<file path="src/rtl/uart_tx_arbiter.sv">
// Round-robin, packet-locking arbiter that shares one uart_tx byte transmitter
// among N_REQ valid/ready byte sources, with a timeout on idle lock owners.
module uart_tx_arbiter #(
  parameter int N_REQ   = 4,
  parameter int ID_W    = 2,
  parameter int LOCK_TO = 1000
) (
  input  logic                 clk,
  input  logic                 rst,
  input  logic [N_REQ-1:0]     req_valid,
  input  logic [N_REQ*8-1:0]   req_data,
  input  logic [N_REQ-1:0]     req_last,
  output logic [N_REQ-1:0]     req_ready,
  output logic                 send_en,
  output logic [7:0]           send_data,
  input  logic                 send_busy,
  output logic                 grant_valid,
  output logic [ID_W-1:0]      grant_id,
  output logic                 lock_abort
);

  localparam int TMR_W = (LOCK_TO > 1) ? $clog2(LOCK_TO) : 1;
  localparam logic [TMR_W-1:0] TMR_MAX = TMR_W'(LOCK_TO - 1);

  typedef enum logic [1:0] {IDLE, ISSUE, WAIT_ACK, WAIT_DONE} state_t;

  state_t            state_q, state_d;
  logic [7:0]        data_q, data_d;
  logic              gv_q, gv_d;
  logic [ID_W-1:0]   gid_q, gid_d;
  logic [ID_W-1:0]   rr_q, rr_d;
  logic [TMR_W-1:0]  tmr_q, tmr_d;
  logic              abort_q, abort_d;

  logic              found;
  logic [ID_W-1:0]   sel;
  logic [7:0]        sel_data;
  logic              sel_last;
  logic              accept;

  function automatic logic [ID_W-1:0] next_id(input logic [ID_W-1:0] id);
    return ID_W'((int'(id) + 1) % N_REQ);
  endfunction

  // While locked only the owner is eligible; otherwise scan from rr_q upward.
  always_comb begin
    found    = 1'b0;
    sel      = '0;
    sel_data = '0;
    sel_last = 1'b0;
    if (gv_q) begin
      for (int i = 0; i < N_REQ; i++) begin
        if (ID_W'(i) == gid_q && req_valid[i]) begin
          found = 1'b1;
          sel   = gid_q;
        end
      end
    end else begin
      for (int k = 0; k < N_REQ; k++) begin
        for (int i = 0; i < N_REQ; i++) begin
          if (!found && req_valid[i] && ((int'(rr_q) + k) % N_REQ) == i) begin
            found = 1'b1;
            sel   = ID_W'(i);
          end
        end
      end
    end
    for (int i = 0; i < N_REQ; i++) begin
      if (ID_W'(i) == sel) begin
        sel_data = req_data[8*i +: 8];
        sel_last = req_last[i];
      end
    end
  end

  always_comb begin
    accept = (state_q == IDLE) && !send_busy && found;
    for (int i = 0; i < N_REQ; i++) begin
      req_ready[i] = accept && (ID_W'(i) == sel);
    end
  end

  always_comb begin
    state_d = state_q;
    data_d  = data_q;
    gv_d    = gv_q;
    gid_d   = gid_q;
    rr_d    = rr_q;
    tmr_d   = gv_q ? tmr_q : '0;
    abort_d = 1'b0;
    unique case (state_q)
      IDLE: begin
        if (accept) begin
          data_d  = sel_data;
          state_d = ISSUE;
          tmr_d   = '0;
          if (sel_last) begin
            gv_d = 1'b0;
            rr_d = next_id(sel);
          end else begin
            gv_d  = 1'b1;
            gid_d = sel;
          end
        end else if (gv_q && !found) begin
          // Owner idle: a transfer in this cycle would have taken priority above.
          if (tmr_q == TMR_MAX) begin
            gv_d    = 1'b0;
            rr_d    = next_id(gid_q);
            abort_d = 1'b1;
            tmr_d   = '0;
          end else begin
            tmr_d = tmr_q + TMR_W'(1);
          end
        end
      end
      ISSUE:     state_d = WAIT_ACK;
      WAIT_ACK:  if (send_busy)  state_d = WAIT_DONE;
      WAIT_DONE: if (!send_busy) state_d = IDLE;
      default:   state_d = IDLE;
    endcase
  end

  always_ff @(posedge clk) begin
    if (rst) begin
      state_q <= IDLE;
      data_q  <= '0;
      gv_q    <= 1'b0;
      gid_q   <= '0;
      rr_q    <= '0;
      tmr_q   <= '0;
      abort_q <= 1'b0;
    end else begin
      state_q <= state_d;
      data_q  <= data_d;
      gv_q    <= gv_d;
      gid_q   <= gid_d;
      rr_q    <= rr_d;
      tmr_q   <= tmr_d;
      abort_q <= abort_d;
    end
  end

  assign send_en     = (state_q == ISSUE);
  assign send_data   = data_q;
  assign grant_valid = gv_q;
  assign grant_id    = gid_q;
  assign lock_abort  = abort_q;

endmodule
</file>
<file path="config.mk">
export PLATFORM = sky130hd
export DESIGN_NAME = uart_tx_arbiter
export DESIGN_NICKNAME = d
export VERILOG_FILES = /design/src/rtl/uart_tx_arbiter.sv
export SDC_FILE = /design/constraint.sdc
export NUM_CORES = 1
export LEC_CHECK = 0
export ABC_AREA = 1
export CAP_MARGIN = 20
export CORE_MARGIN = 3
export CORE_UTILIZATION = 48
export CTS_CLUSTER_DIAMETER = 200
export DETAILED_ROUTE_END_ITERATION = 10
export PLACE_DENSITY = 0.81
export SETUP_SLACK_MARGIN = 0.4
export SYNTH_ARGS = -nofsm -noshare
export SYNTH_HDL_FRONTEND = slang
export SYNTH_SLANG_ARGS = --single-unit
</file>
<file path="constraint.sdc">
create_clock -name clk -period 3.3 [get_ports clk]
set_clock_uncertainty 0.1 [all_clocks]
set_input_delay 0.33 -clock clk [delete_from_list [all_inputs] [get_ports clk]]
set_output_delay 0.33 -clock clk [all_outputs]
set_load 0.05 [all_outputs]
</file>
==> impl_metrics.json <==
{
  "outcome": "completed",
  "gr-usage-all-layers_pct": 24.08,
  "rows": 22,
  "min_period_over_period_pct": 87.16,
  "die_y_um": 70.97,
  "rsz0062_at_grt": "true",
  "path_common_cell": "nor2_4",
  "nNetsFinal": 442,
  "yosys.area.top_type": "dfxtp_1",
  "r2r_cells": 22,
  "syn_avg_cell_area_um2": 6.233,
  "cts_tree": "built",
  "stdcell_count": 441,
  "cp_slowest_cell": "dfxtp_4",
  "clkSinkCount": 26,
  "hpwl_um": 4408,
  "criticalPathCategory": "reg2out",
  "netlist_area_um2": 2026,
  "drt-pass1-iter-count": 5,
  "power.density_nw_per_um2": 955.3,
  "hp-class": "reg2reg",
  "yosys_warnings": 0,
  "chipWidth_um": 70.97,
  "start_util_pct": 52.56,
  "ys_seq_area_share_pct": 25.69,
  "synth_seq_cells": 26,
  "relSlewSlack_pct": 62.95,
  "area_delta_synth_final_pct": 46.70,
  "post-synth-top-area-fraction_pct": 25.69,
  "cts_max_level": 1,
  "drt_iter0_markers": 186,
  "clock_latency_ps": 280,
  "multi_input_area_um2": 1431,
  "syn_inst": 325,
  "post-place-cells": 430,
  "holdPathEnd": "tmr_q[4]",
  "max_freq_ghz": 0.3477,
  "vias_per_cell": 5.485,
  "synth.top_cells.by_area": "dfxtp_1, nand2_1, nand3_1",
  "timing.rr.start": "rr_q[0]",
  "ir_drop_v": 0.0005920,
  "drc": 0,
  "core-area_um2": 3854,
  "vias": 2419,
  "antenna_found_initial": 0,
  "layout_common_cells": "nand2_1, clkdlybuf4s50_1, inv_1",
  "cts-root-buf": "clkbuf_8",
  "fin_area_um2": 2972,
  "clockBufferDepth": 2,
  "whs_ps": 398.6,
  "ios": 60,
  "cts.reportedPaths.clkPinSlew_ps": 100,
  "fillCellCount": 297,
  "hold_start": "tmr_q[4]",
  "cp_max_fo": 6,
  "first_global_vias": 2344,
  "finalHoldViolCount": 0,
  "grt_max_degree": 16,
  "min_period_ps": 2876,
  "n_antenna_cell": 0,
  "grt_pass1_wl_um": 10080,
  "tns_ps": 0,
  "ant_nets": 0,
  "numCtsBuffers": 3,
  "cap_violations": 0,
  "syn_nets": 373,
  "ys_types": 39,
  "max_stage_delay_ps": 410,
  "dieArea_um2": 5036,
  "slew_viol_final": 0,
  "min_path_cells": 2,
  "drive_gt1_share_pct": 17.30,
  "startpoint_type": "register",
  "critical_path.cell_chain": "inv_2 > nand3_2 > nand2_2 > nor2_4 > nand4_4 > nor2_4 > nand4_4 > nor2_4 > nand4_4 > inv_4 > nand2_4 > nand2_2 > nand2_4 > nor2_4 > inv_4 > nor2_4 > buf_12",
  "rr_endpoint": "rr_q[0]",
  "numPortBuffers": 59,
  "end_kind": "primary output",
  "drt-wirelength-per-cell_um": 13.72,
  "ff2ff_setup_slack_ps": 590,
  "cp.arrival_ps": 2450,
  "required_ps": 2870,
  "final_common_cell": "nand2_1",
  "routabilityCongestion": 0.9216,
  "leakage_nw": 1.187,
  "finalWirelength_um": 6049,
  "placed_area_um2": 2720,
  "seq_area_um2": 528.0,
  "hold_buffers": 0,
  "finalSetupViolCount": 0,
  "worst_slew_pin_slew_ps": 553.7,
  "grt_overflow": 0
}
synthesized netlist by cell type (all sizes together):
library cell  count
nand2            79
nor2             54
inv              42
nand3            32
dfxtp            26
a21oi            24
o21ai            24
nor3              6
clkbuf            5
ha                5
nand4             5
a211oi            3
a31oi             3
o31ai             2
xor2              2
a22o              1
a22oi             1
a32o              1
and2              1
buf               1
clkinv            1
nor4              1
o2111ai           1
o211ai            1
o21bai            1
o221ai            1
o22ai             1
o32ai             1
through the flow:
| step | util, % | worst slack (ps) | total power [mW] |
|---|---|---|---|
| floorplan | - | 344.3 | 1.803 |
| global placement | 70.58 | 261.7 | 2.315 |
| detailed placement | 70.58 | 185.7 | 2.340 |
| CTS | 74.84 | 405.5 | 2.729 |
| global route | 77.11 | 251.1 | 3.030 |
| finish | 77.11 | 423.6 | 2.839 |
layout make-up:
class	instances	area share, %
multi-input combinational	250	48.17
clock buffer	3	1.389
clock inverter	1	1.011
inverter	43	5.684
timing repair buffer	70	23.96
sequential	26	17.77
tap	48	2.021
power breakdown:
part | switching, mW | internal, mW
logic | 1.34 | 0.740
registers | 0.0794 | 0.401
clock network | 0.114 | 0.163
total | 1.54 | 1.30
worst max path at each step:
stage	start	end	slack (ps)	cells past startpoint
finish	rr_q[0]	req_ready[3]	420	17
global route	rr_q[1]	req_ready[2]	250	15
CTS	rr_q[0]	req_ready[3]	410	17
detailed placement	req_valid[2]	req_ready[3]	190	17
global placement	req_valid[2]	req_ready[3]	260	17
floorplan	grant_id[0]	req_ready[0]	340	10
routing by layer:
| layer | vias up | global-route usage (%) | share of wire [%] |
|---|---|---|---|
| li1 | 1215 | - | - |
| met4 | 0 | 4.593 | 1.9 |
| met3 | 10 | 6.534 | 7.4 |
| met1 | 1097 | 29.03 | 41 |
| met2 | 97 | 42.95 | 50 |
| met5 | - | 0 | 0 |
worst max-delay path, delay by kind of cell, from the launching register on:
kind / cells / cell delay (ps)
and+or+nand+nor: 13 / 1400
DFF: 1 / 410
buffers and inverters: 4 / 360
sequential cells by signal, indices dropped and copies added (netlist names):
| name | count |
|---|---|
| grant_id | 2 |
| grant_valid | 1 |
| lock_abort | 1 |
| rr_q | 2 |
| send_data | 8 |
| state_q | 2 |
| tmr_q | 10 |
cell families (layout without fill, tap and decap cells):
family,count (synthesis),in the layout,synth area share (%)
buf+inv,49,117,9.511
fa+ha+maj,5,5,3.088
simple gates,178,178,42.37
xor+xnor,2,2,0.8649
compound gates,65,65,18.47
flops,26,26,25.69
timing repair:
action / in CTS / in global routing
gates cloned: 0 / 0
setup buffers: 4 / 3
setup endpoints to repair: 4 / 9
resized for setup: 23 / 17
pin swaps: 9 / 7
(Power assumes the default switching activity.)
